--- config.mk ---
export PLATFORM = sky130hd
export DESIGN_NAME = stream_rr_arbiter
export DESIGN_NICKNAME = d
export VERILOG_FILES = /design/src/rtl/stream_rr_arbiter_pkg.sv /design/src/rtl/stream_rr_arbiter_skid.sv /design/src/rtl/stream_rr_arbiter.sv
export SDC_FILE = /design/constraint.sdc
export NUM_CORES = 1
export LEC_CHECK = 0
export CAP_MARGIN = 30
export CORE_ASPECT_RATIO = 0.8
export CORE_MARGIN = 2
export CORE_UTILIZATION = 30
export CTS_CLUSTER_SIZE = 20
export DETAILED_ROUTE_END_ITERATION = 8
export GPL_TIMING_DRIVEN = 0
export HOLD_SLACK_MARGIN = 0.02
export PLACE_DENSITY = 0.7
export SLEW_MARGIN = 20
export SYNTH_ARGS = -nofsm -noshare
export SYNTH_HDL_FRONTEND = slang
export SYNTH_HIERARCHICAL = 1
export SYNTH_SLANG_ARGS = --single-unit
--- constraint.sdc ---
create_clock -name clk -period 3.7 [get_ports clk]
set_input_delay 0.74 -clock clk [delete_from_list [all_inputs] [get_ports clk]]
set_output_delay 0.74 -clock clk [all_outputs]
set_load 0.01 [all_outputs]
--- src/rtl/stream_rr_arbiter_pkg.sv ---
// Shared bus utilities for the stream round-robin arbiter: FSM encoding and
// round-robin search helpers sized for up to 16 requesters.
package stream_rr_arbiter_pkg;

  localparam int unsigned MaxInputs   = 16;
  localparam int unsigned MaxSrcWidth = 4;

  typedef enum logic [0:0] {StIdle, StLocked} arb_state_e;

  // First set bit of req at or above ptr, wrapping within num requesters.
  function automatic logic [MaxSrcWidth-1:0] rr_search(input logic [MaxInputs-1:0]   req,
                                                        input logic [MaxSrcWidth-1:0] ptr,
                                                        input int unsigned            num);
    logic [MaxSrcWidth-1:0] sel;
    logic                   found;
    int unsigned            idx;
    sel   = '0;
    found = 1'b0;
    for (int unsigned i = 0; i < MaxInputs; i++) begin
      idx = (int'(ptr) + i) % num;
      if ((i < num) && !found && req[idx[MaxSrcWidth-1:0]]) begin
        sel   = idx[MaxSrcWidth-1:0];
        found = 1'b1;
      end
    end
    return sel;
  endfunction

  function automatic logic [MaxSrcWidth-1:0] rr_next(input logic [MaxSrcWidth-1:0] ptr,
                                                      input int unsigned            num);
    return (int'(ptr) + 1 == num) ? '0 : ptr + 1'b1;
  endfunction

endpackage

--- src/rtl/stream_rr_arbiter_skid.sv ---
// Two-entry skid stage: registered ready that only drops when both slots hold data.
module stream_rr_arbiter_skid #(
  parameter int unsigned WIDTH = 8
) (
  input  logic             clk,
  input  logic             reset,
  input  logic [WIDTH-1:0] in_data,
  input  logic             in_valid,
  output logic             in_ready,
  output logic [WIDTH-1:0] out_data,
  output logic             out_valid,
  input  logic             out_ready
);

  logic [WIDTH-1:0] mem_q [2];
  logic             wr_ptr_q, rd_ptr_q;
  logic [1:0]       count_q;
  logic             push, pop;

  always_comb begin
    in_ready  = (count_q != 2'd2);
    out_valid = (count_q != 2'd0);
    out_data  = mem_q[rd_ptr_q];
    push      = in_valid && in_ready;
    pop       = out_valid && out_ready;
  end

  always_ff @(posedge clk) begin
    if (reset) begin
      wr_ptr_q <= 1'b0;
      rd_ptr_q <= 1'b0;
      count_q  <= 2'd0;
    end else begin
      if (push) wr_ptr_q <= ~wr_ptr_q;
      if (pop)  rd_ptr_q <= ~rd_ptr_q;
      count_q <= count_q + 2'(push) - 2'(pop);
    end
  end

  // Payload storage needs no reset; occupancy is tracked by count_q.
  always_ff @(posedge clk) begin
    if (push) mem_q[wr_ptr_q] <= in_data;
  end

endmodule

--- src/rtl/stream_rr_arbiter.sv ---
// Packet-granular round-robin arbiter: holds a grant until the last beat of a
// packet transfers, then rotates priority past the winner.
module stream_rr_arbiter
  import stream_rr_arbiter_pkg::*;
#(
  parameter int unsigned DATA_WIDTH = 32,
  parameter int unsigned NUM_INPUTS = 4,
  parameter int unsigned SRC_WIDTH  = $clog2(NUM_INPUTS)
) (
  input  logic                             clk,
  input  logic                             reset,
  input  logic [NUM_INPUTS*DATA_WIDTH-1:0] in_data,
  input  logic [NUM_INPUTS-1:0]            in_last,
  input  logic [NUM_INPUTS-1:0]            in_valid,
  output logic [NUM_INPUTS-1:0]            in_ready,
  output logic [DATA_WIDTH-1:0]            out_data,
  output logic                             out_last,
  output logic [SRC_WIDTH-1:0]             out_source,
  output logic                             out_valid,
  input  logic                             out_ready
);

  localparam int unsigned SbWidth = DATA_WIDTH + 1 + SRC_WIDTH;

  arb_state_e           state_q, state_d;
  logic [SRC_WIDTH-1:0] grant_idx_q, grant_idx_d;
  logic [SRC_WIDTH-1:0] rr_ptr_q, rr_ptr_d;

  logic                  gnt_valid, gnt_last;
  logic [DATA_WIDTH-1:0] gnt_data;
  logic                  sb_in_valid, sb_in_ready;
  logic [SbWidth-1:0]    sb_in_data, sb_out_data;

  always_comb begin
    gnt_valid  = in_valid[grant_idx_q];
    gnt_last   = in_last[grant_idx_q];
    gnt_data   = in_data[grant_idx_q*DATA_WIDTH +: DATA_WIDTH];
    sb_in_data = {gnt_last, grant_idx_q, gnt_data};
  end

  always_comb begin
    state_d     = state_q;
    grant_idx_d = grant_idx_q;
    rr_ptr_d    = rr_ptr_q;
    in_ready    = '0;
    sb_in_valid = 1'b0;
    unique case (state_q)
      StIdle: begin
        if (|in_valid) begin
          grant_idx_d = SRC_WIDTH'(rr_search(MaxInputs'(in_valid), MaxSrcWidth'(rr_ptr_q),
                                             NUM_INPUTS));
          state_d     = StLocked;
        end
      end
      StLocked: begin
        in_ready[grant_idx_q] = sb_in_ready;
        sb_in_valid           = gnt_valid;
        // Release on the last beat even if the skid stage is about to fill.
        if (gnt_valid && sb_in_ready && gnt_last) begin
          state_d  = StIdle;
          rr_ptr_d = SRC_WIDTH'(rr_next(MaxSrcWidth'(grant_idx_q), NUM_INPUTS));
        end
      end
    endcase
  end

  always_ff @(posedge clk) begin
    if (reset) begin
      state_q     <= StIdle;
      grant_idx_q <= '0;
      rr_ptr_q    <= '0;
    end else begin
      state_q     <= state_d;
      grant_idx_q <= grant_idx_d;
      rr_ptr_q    <= rr_ptr_d;
    end
  end

  stream_rr_arbiter_skid #(
    .WIDTH (SbWidth)
  ) skid_buffer (
    .clk       (clk),
    .reset     (reset),
    .in_data   (sb_in_data),
    .in_valid  (sb_in_valid),
    .in_ready  (sb_in_ready),
    .out_data  (sb_out_data),
    .out_valid (out_valid),
    .out_ready (out_ready)
  );

  assign {out_last, out_source, out_data} = sb_out_data;

endmodule

After elaboration in Yosys (flattened, before gate mapping)
Memories as Yosys holds them, arrays and structs flattened. A register that Yosys moved wholly into a read port is not among the register bits.
Index checks and enable logic that the tools add are counted.
{"block": "word_totals", "latchBits": 0, "romBits": 0, "ff_bits": 9, "mem_bits_rw": 70, "mem_count": 1, "wordCells": 79, "inputBits": 139}
{"memory": "skid_buffer.mem_q", "depth": 2, "word_bits": 35, "read_ports": 1, "rd_clocked_by_memory_dff": 1, "wr": 1, "line_no": "stream_rr_arbiter_skid.sv:15", "source": "logic [WIDTH-1:0] mem_q [2];"}
{"block": "op_classes", "eq_ne": 2, "shifts": 1, "div_mod_pow": 0, "n_reduce_logical": 15, "n_lt_le_gt_ge": 6, "add_sub_neg": 7, "bitwise_logic": 4, "n_mul": 0, "muxes": 37}
{"op": "indexed part select 128 x 8 -> 32 bit", "n": 1}
{"op": "two-way mux 1 bit", "n": 23}
{"op": "less-than comparator 2 x 5 -> 1 bit (second input constant)", "n": 4}
{"op": "binary-select mux 1 bit (select 2 bit)", "n": 6}
{"op": "two-way mux 2 bit", "n": 5}
{"op": "logical AND 1 bit", "n": 8}
{"op": "adder 2 x 1 -> 2 bit (second input constant)", "n": 2}
{"op": "adder 2 bit (second input constant)", "n": 2}
{"op": "bitwise AND 4 bit", "n": 1}
{"op": "two-way mux 4 bit", "n": 1}
{"op": "AND reduction 2 bit", "n": 2}
{"op": "OR reduction 4 bit", "n": 1}
{"op": "adder 2 x 1 -> 3 bit (second input constant)", "n": 1}
{"op": "== test 3 bit (second input constant)", "n": 1}
{"op": "zero test 1 bit", "n": 3}
{"op": "less-than comparator 2 x 3 -> 1 bit (second input constant)", "n": 1}
{"op": "inverter 1 bit", "n": 3}
{"op": "adder 2 x 1 -> 2 bit", "n": 1}
{"op": "demux 1 bit (select 2 bit)", "n": 1}
{"op": ">= comparator 2 x 1 -> 1 bit (second input constant)", "n": 1}
{"op": "!= test 2 bit (second input constant)", "n": 1}
{"op": "case mux 1 bit (2 select lines)", "n": 1}
{"op": "nonzero test 2 bit", "n": 1}
{"op": "subtractor 2 x 1 -> 2 bit", "n": 1}

Longest topological paths before layout
Gate-level depths: netlist of the first run.
{"block": "depth", "ltp_word": 18, "depth_mapped": 10}

Hierarchy
Netlist of the first run, hierarchy kept.
{"module": "stream_rr_arbiter_skid", "seq_area_each_um2": 2202.1, "cells_each": 133, "n_inst": 1, "area_each_um2": 2917.8}
{"module": "stream_rr_arbiter", "seq_area_each_um2": 100.1, "cells_each": 86, "n_inst": 1, "area_each_um2": 1162.4}

Worst setup path before layout of the first run
No wires, ideal clock.
{"block": "synth_timing", "path_type": "input port to flip-flop", "from": "input port in_valid[1]", "to": "memory skid_buffer/mem_q[0][0] in the netlist's numbering (enable)", "n_path_buf": 0, "path_stages": 4, "setup_ns": 0.427, "t_arrival_ns": 2.689, "slack_ns": 0.584, "path_cell_list": "mux4_1 -> and2_1 -> nand2_2 -> nor2_1"}
{"block": "synth_via", "elab_chain_len": 6}
{"item": "start, declared", "line_no": "stream_rr_arbiter.sv:14", "source": "input logic [NUM_INPUTS-1:0] in_valid,"}
{"item": "binary-select mux 1 bit (select 2 bit)", "line_no": "stream_rr_arbiter.sv:35", "source": "gnt_valid = in_valid[grant_idx_q];"}
{"item": "two-way mux 1 bit (not written as such)", "line_no": "stream_rr_arbiter.sv:35"}
{"item": "two-way mux 1 bit", "line_no": "stream_rr_arbiter.sv:47", "source": "unique case (state_q)"}
{"item": "via sb_in_valid", "line_no": "stream_rr_arbiter.sv:31", "source": "logic sb_in_valid, sb_in_ready;"}
{"item": "logical AND 1 bit", "line_no": "stream_rr_arbiter_skid.sv:24", "source": "push = in_valid && in_ready;"}
{"item": "two-way mux 1 bit", "line_no": "stream_rr_arbiter_skid.sv:42", "source": "if (push) mem_q[wr_ptr_q] <= in_data;"}
{"item": "two-way mux 1 bit (not written as such)", "line_no": "stream_rr_arbiter_skid.sv:42"}
{"item": "end, declared", "line_no": "stream_rr_arbiter_skid.sv:15"}
The timed path passes the listed nets, and every way through them passes these cells. The select of a mux whose other input is x is not followed.

Worst setup path in the final report of the first run
{"block": "layout_timing", "from": "register grant_idx_q[1]", "to": "output port in_ready[1]"}
{"block": "layout_via", "elab_chain_len": 6, "word_cells_on_any_way": 7, "cone_classes": "order compare (2); mux (3); bitwise (1); reduce/logical (1)"}
{"item": "start, declared", "line_no": "stream_rr_arbiter.sv:26", "source": "logic [SRC_WIDTH-1:0] grant_idx_q, grant_idx_d;"}
{"item": "start signal, assigned", "line_no": "stream_rr_arbiter.sv:74", "source": "grant_idx_q <= grant_idx_d;"}
{"item": "less-than comparator 2 x 3 -> 1 bit (not written as such) / >= comparator 2 x 1 -> 1 bit (equally long branches)", "line_no": "stream_rr_arbiter.sv:56", "source": "in_ready[grant_idx_q] = sb_in_ready;"}
{"item": "logical AND 1 bit (not written as such)", "line_no": "stream_rr_arbiter.sv:56"}
{"item": "two-way mux 1 bit (not written as such)", "line_no": "stream_rr_arbiter.sv:56"}
{"item": "demux 1 bit (select 2 bit) *", "line_no": "stream_rr_arbiter.sv:56"}
{"item": "bitwise AND 4 bit (no line) *"}
{"item": "two-way mux 4 bit *", "line_no": "stream_rr_arbiter.sv:47"}
{"item": "end, declared", "line_no": "stream_rr_arbiter.sv:15", "source": "output logic [NUM_INPUTS-1:0] in_ready,"}
Every way passes the cells marked *; elsewhere a longest branch is shown, timed or not.

==> flow_metrics.env, run 1 <==
export IMPL_ys_ff_latch=80
export IMPL_syn_num_nets=364
export IMPL_diodes=0
export IMPL_outcome="finished clean"
export IMPL_rows=38
export IMPL_hpwl_mm=7.72
export IMPL_crit_type="register to output pin"
export IMPL_synth_warnings=6
export IMPL_max_freq_mhz=293
export IMPL_ant_nets=0
export IMPL_dr_pass1_iters=4
export IMPL_r2r_setup_slack_ns=1.16
export IMPL_p_leak_nw=2.26
export IMPL_cp_end_kind="output pin"
export IMPL_whs_endpoint="rr_ptr_q[0]"
export IMPL_crit_path_cell_trace="buf_2 > buf_1 > inv_1 > ha_1 > and3_1 > clkdlybuf4s50_1"
export IMPL_grt_pass1_vias=2881
export IMPL_min_period_ns=3.41
export IMPL_powerDensity_mw_per_mm2=460
export IMPL_nFillCells=1157
export IMPL_die_h_um=108
export IMPL_ys_types=34
export IMPL_hold_violations=0
export IMPL_cts_sinks=80
export IMPL_finalCritPeriodShare=0.921
export IMPL_min_path_type="register to register"
export IMPL_clock_skew_ns=0.00341
export IMPL_ir_worst_vdd_mv=0.200
export IMPL_crit_path_max_fanout=10
export IMPL_worstRegToRegCells=10
export IMPL_synth_ff_type="edfxtp_1"
export IMPL_avgRoutedWirePerCell_um=16.7
export IMPL_synth_area_per_cell_um2=18.6
export IMPL_start_util=0.304
export IMPL_slew_limit_headroom=0.510
export IMPL_grt_util_all_layers=0.139
export IMPL_viasPerCell=4.60
export IMPL_holdPathStages=2
export IMPL_rsz0062_at_grt="no"
export IMPL_cts_htree_levels=3
export IMPL_grt_max_degree=21
export IMPL_drive_gt1_frac=0.243
export IMPL_synthTopCellsByArea="edfxtp_1 (52%), mux4_2 (18%), mux2_4 (11%)"
export IMPL_coreArea_mm2=0.0134
export IMPL_syn_area_mm2=0.00408
export IMPL_cp_data_required_time_ns=2.96
export IMPL_yosysMostFrequentCell="edfxtp_1"
export IMPL_ys_seq_area_frac=0.564
export IMPL_postCtsSetupBuffers=0
export IMPL_cp_slowest_cell="buf_1"
export IMPL_cp_arrival_ns=2.67
export IMPL_wl_mm=9.94
export IMPL_start_kind="register"
export IMPL_maxCapViolCount=0
export IMPL_cts_buffer_depth=2
export IMPL_antenna_found_initial=0
export IMPL_setup_viol=0
export IMPL_async_reset_ff_frac=0
export IMPL_numCtsBuffers=9
export IMPL_fin_tns_setup_ns=0
export IMPL_synth_top_area_cell="edfxtp_1"
export IMPL_hold_buffers=0
export IMPL_gp_congestion=0.721
export IMPL_rr_endpoint="skid_buffer/count_q[1]"
export IMPL_fin_worst_hold_slack_ns=0.485
export IMPL_drc_errors=0
export IMPL_cp_slowest_stage_delay_ns=0.60
export IMPL_rr_startpoint="grant_idx_q[0]"
export IMPL_pin_count=179
export IMPL_area_delta_synth_final_pct=57.8
export IMPL_synthCells=219
export IMPL_synth_common_cells="edfxtp_1 (70), mux4_2 (32), mux2_4 (31)"
export IMPL_nNetsFinal=555
export IMPL_port_buffers=178
export IMPL_cts_tree="done"
export IMPL_first_iter_violations=87
export IMPL_grt_pass1_wl_mm=15.1
export IMPL_path_clk_slew_ns=0.06
export IMPL_drv_slew=0
export IMPL_die_w_um=134
export IMPL_gr_total_overflow=0
export IMPL_max_slew_worst_pin_slew_ns=0.735
export IMPL_dieArea_mm2=0.0146
export IMPL_synth_edf_count=70
export IMPL_synth_top_area_share=0.515
export IMPL_clk_latency_ns=0.33
export IMPL_cts_root_buf="clkbuf_16"
export IMPL_min_from="rr_ptr_q[0]"
export IMPL_cts_resized_gates=0
export IMPL_vias=2735
cell usage in the layout, fill, tap and decap left out, types with 3 or more instances in the layout:
master | netlist | final
buf_2 | 4 | 4
clkbuf_16 | 0 | 9
mux2_2 | 5 | 5
clkdlybuf4s50_1 | 0 | 178
a21oi_1 | 6 | 6
mux2_4 | 31 | 31
ha_1 | 6 | 6
inv_1 | 5 | 5
nand2_1 | 4 | 4
dfxtp_1 | 10 | 10
edfxtp_1 | 70 | 70
nor2_1 | 10 | 9
and3_1 | 5 | 4
mux4_2 | 32 | 32
buf_12 | 3 | 3
flip-flops by register name, summed over array words and instances (netlist names), named ones only:
| name | cells |
|---|---|
| skid_buffer/rd_ptr_q | 1 |
| rr_ptr_q | 2 |
| skid_buffer/mem_q | 70 |
| skid_buffer/wr_ptr_q | 1 |
| grant_idx_q | 2 |
| state_q | 1 |
| skid_buffer/count_q | 2 |
per-layer routing:
metal | vias to the layer above | routed length [um] | track usage
met5 | - | 0 | 0
met4 | 0 | 104 | 0.0459
met3 | 8 | 752 | 0.0450
met2 | 112 | 5210 | 0.251
met1 | 1348 | 3870 | 0.157
li1 | 1267 | - | -
power by group:
| part | total (W) | internal, W | switching, W |
|---|---|---|---|
| combinational | 0.000995 | 0.000627 | 0.000368 |
| sequential | 0.00112 | 0.00109 | 0.0000319 |
| clock | 0.000847 | 0.000518 | 0.000329 |
| total | 0.00296 | 0.00223 | 0.000729 |
cell type report:
class | instances | area (um2) | share of cell area
plain buffers | 12 | 114 | 0.0177
repair buffers | 180 | 1840 | 0.285
well taps | 180 | 225 | 0.0350
clock inverters | 6 | 60.1 | 0.00933
clock buffers | 10 | 229 | 0.0356
inverters | 5 | 18.8 | 0.00291
flip-flops and latches | 80 | 2300 | 0.357
multi-input cells | 122 | 1650 | 0.257
worst max-delay path: cells and delay by family (launching register included):
kind                     cells  cell delay [ns]
AND/OR/NAND/NOR              1             0.17
buffers and inverters        4             1.54
adder cells (fa/ha/maj)      1             0.21
flip-flops                   1             0.41
how the worst max path moves through the flow:
stage                         from                  endpoint  cells past startpoint
global placement       in_valid[2]  skid_buffer/mem_q[0][20]                      5
global route        grant_idx_q[1]               in_ready[1]                      6
finish              grant_idx_q[1]               in_ready[1]                      6
floorplan              in_valid[1]   skid_buffer/mem_q[0][0]                      4
CTS                 grant_idx_q[1]               in_ready[1]                      6
detailed placement     in_valid[0]    skid_buffer/count_q[1]                     10
through the flow:
step	utilization	cells	power [W]	instance area, um2	worst slack, ns
after detailed placement	0.459	579	0.00215	6150	0.599
after global routing	0.480	595	0.00310	6440	0.0758
after floorplan	-	219	0.00167	4080	0.584
after global placement	0.454	577	0.00212	6090	-1.00
after CTS	0.480	595	0.00301	6440	0.238
final	0.480	595	0.00296	6440	0.292
kinds of logic after synthesis:
family / count (synthesis) / synth area share
adders and majority gates: 6 / 0.0184
AOI/OAI and AO/OA: 9 / 0.0135
muxes: 72 / 0.322
and+or+nand+nor: 32 / 0.0426
DFF: 80 / 0.564
xor gates and xnor gates: 3 / 0.00644
buffers and inverters: 17 / 0.0325
No activity file was read; power rests on OpenSTA's default activity.
==> run 2: changes to the inputs <==
--- a/config.mk
+++ b/config.mk
@@ -6,8 +6,7 @@
 export NUM_CORES = 1
 export LEC_CHECK = 0
 export CAP_MARGIN = 30
-export CORE_ASPECT_RATIO = 0.8
-export CORE_MARGIN = 2
+export CORE_MARGIN = 3
 export CORE_UTILIZATION = 30
 export CTS_CLUSTER_SIZE = 20
 export DETAILED_ROUTE_END_ITERATION = 8
==> run 2 against run 1 <==
Clock skew is 0.0018 ns higher. Sequential share of layout area is 0.20 points higher. Die area increased by 3.3%. Maximum frequency is 0.48% higher. Hold slack improved by 0.0023 ns. Utilization is 1.3 points higher. Critical path depth unchanged. Flip-flop and latch count is the same. Clock power decreased by 0.7%. Critical path type unchanged. Largest cell class unchanged. Highest routed layer unchanged.
==> flow_metrics.env, run 2 (same netlist as run 1, synthesis figures left out) <==
export IMPL_ant_nets=0
export IMPL_grt_util_all_layers=0.137
export IMPL_viasPerCell=4.68
export IMPL_drive_gt1_frac=0.239
export IMPL_cp_data_required_time_ns=2.96
export IMPL_die_w_um=123
export IMPL_path_clk_slew_ns=0.06
export IMPL_cp_end_kind="output pin"
export IMPL_startpoint="grant_idx_q[1]"
export IMPL_die_h_um=123
export IMPL_min_period_ns=3.39
export IMPL_placed_area_mm2=0.00613
export IMPL_gr_total_overflow=0
export IMPL_dp_cells=571
export IMPL_max_slew_worst_pin_slew_ns=0.709
export IMPL_rr_startpoint="grant_idx_q[0]"
export IMPL_max_freq_mhz=295
export IMPL_gp_congestion=0.704
export IMPL_diodes=0
export IMPL_crit_path_max_fanout=10
export IMPL_drc_errors=0
export IMPL_rsz0062_at_grt="no"
export IMPL_outcome="finished clean"
export IMPL_avgRoutedWirePerCell_um=17.5
export IMPL_maxCapViolCount=0
export IMPL_antenna_found_initial=0
export IMPL_min_path_type="register to register"
export IMPL_cts_root_buf="clkbuf_16"
export IMPL_largest_reg_flops=70
export IMPL_fin_util=0.493
export IMPL_grt_pass1_wl_mm=15.3
export IMPL_nNetsFinal=555
export IMPL_cts_tree="done"
export IMPL_cp_arrival_ns=2.65
export IMPL_slew_limit_headroom=0.527
export IMPL_final_cells=586
export IMPL_power_frac_seq=0.379
export IMPL_mostFrequentLayoutCell="clkdlybuf4s50_1"
export IMPL_start_kind="register"
export IMPL_power_total_w=0.00295
export IMPL_cts_htree_levels=3
export IMPL_port_buffers=178
export IMPL_pin_count=179
export IMPL_min_from="rr_ptr_q[0]"
export IMPL_combinationalPowerShare=0.336
export IMPL_wl_mm=10.3
export IMPL_cts_resized_gates=0
export IMPL_hpwl_mm=8.01
export IMPL_cts_sinks=80
export IMPL_layout_common_cells="clkdlybuf4s50_1 (178), edfxtp_1 (70), mux4_2 (32)"
export IMPL_swShare=0.245
export IMPL_numCtsBuffers=9
export IMPL_intPower_w=0.00222
export IMPL_drv_slew=0
export IMPL_powerDensity_mw_per_mm2=460
export IMPL_power_switching_w=0.000722
export IMPL_hold_violations=0
export IMPL_setup_viol=0
export IMPL_finalCritPeriodShare=0.917
export IMPL_regMostFlops="skid_buffer/mem_q"
export IMPL_cts_buffer_depth=2
export IMPL_dr_pass1_iters=4
export IMPL_vias=2744
export IMPL_p_clk_frac=0.285
export IMPL_dieArea_mm2=0.0150
export IMPL_grt_pass1_vias=2930
export IMPL_stdcell_area_mm2=0.00640
export IMPL_rows=41
export IMPL_pre_cts_ws_ns=0.563
export IMPL_p_leak_nw=2.24
export IMPL_crit_type="register to output pin"
export IMPL_hold_buffers=0
export IMPL_postCtsSetupBuffers=0
export IMPL_area_delta_synth_final_pct=57.0
export IMPL_first_iter_violations=104
export IMPL_clk_latency_ns=0.32
export IMPL_clock_skew_ns=0.00523
export IMPL_start_util=0.314
export IMPL_worst_slack_ns=0.308
export IMPL_ir_worst_vdd_mv=0.173
export IMPL_coreArea_mm2=0.0130
export IMPL_grt_max_degree=23
==> run 2: area by class of cell <==
class                   instances  area, um2
inverters                       5       18.8
flip-flops and latches         80       2300
fillers                      1098       6570
repair buffers                180       1820
clock buffers                  11        233
plain buffers                  12        114
multi-input cells             122       1650
clock inverters                 4       46.3
well taps                     172        215
==> run 2: worst max-delay path, stage by stage (launching register included) <==
cell	delay, ns
dfxtp_1	0.40
buf_2	0.32
buf_1	0.59
inv_1	0.16
ha_1	0.22
and3_1	0.17
clkdlybuf4s50_1	0.47
==> run 2: stage by stage <==
step                      hold slack, ns  TNS, ns
after CTS                          0.486        0
after global placement             0.465   -37.48
final                              0.487        0
after floorplan                    0.439        0
after global routing               0.528        0
after detailed placement           0.472        0
==> run 2: layer usage <==
metal  GRT usage  share of wire  up-vias
met4      0.0546          0.018        0
met1       0.151           0.36     1333
met5           0              0        -
li1            -              -     1276
met2       0.251           0.54      122
met3      0.0346          0.078       13
==> run 2: power by group through the flow <==
| stage | clock (W) | combinational (W) | sequential [W] |
|---|---|---|---|
| 3_5_place_dp | 0 | 0.00101 | 0.00114 |
| 3_3_place_gp | 0 | 0.000983 | 0.00114 |
| 5_1_grt | 0.000902 | 0.00106 | 0.00113 |
| 2_1_floorplan | 0 | 0.000543 | 0.00113 |
| 4_1_cts | 0.000872 | 0.00101 | 0.00112 |
| 6_report | 0.000841 | 0.000989 | 0.00112 |
==> run 2: worst paths after layout <==
check,endpoint,slack [ns],cells past startpoint
min reg2reg,rr_ptr_q[0],0.49,2
min,rr_ptr_q[0],0.49,2
max reg2reg,skid_buffer/count_q[1],1.17,10
max,in_ready[1],0.31,6
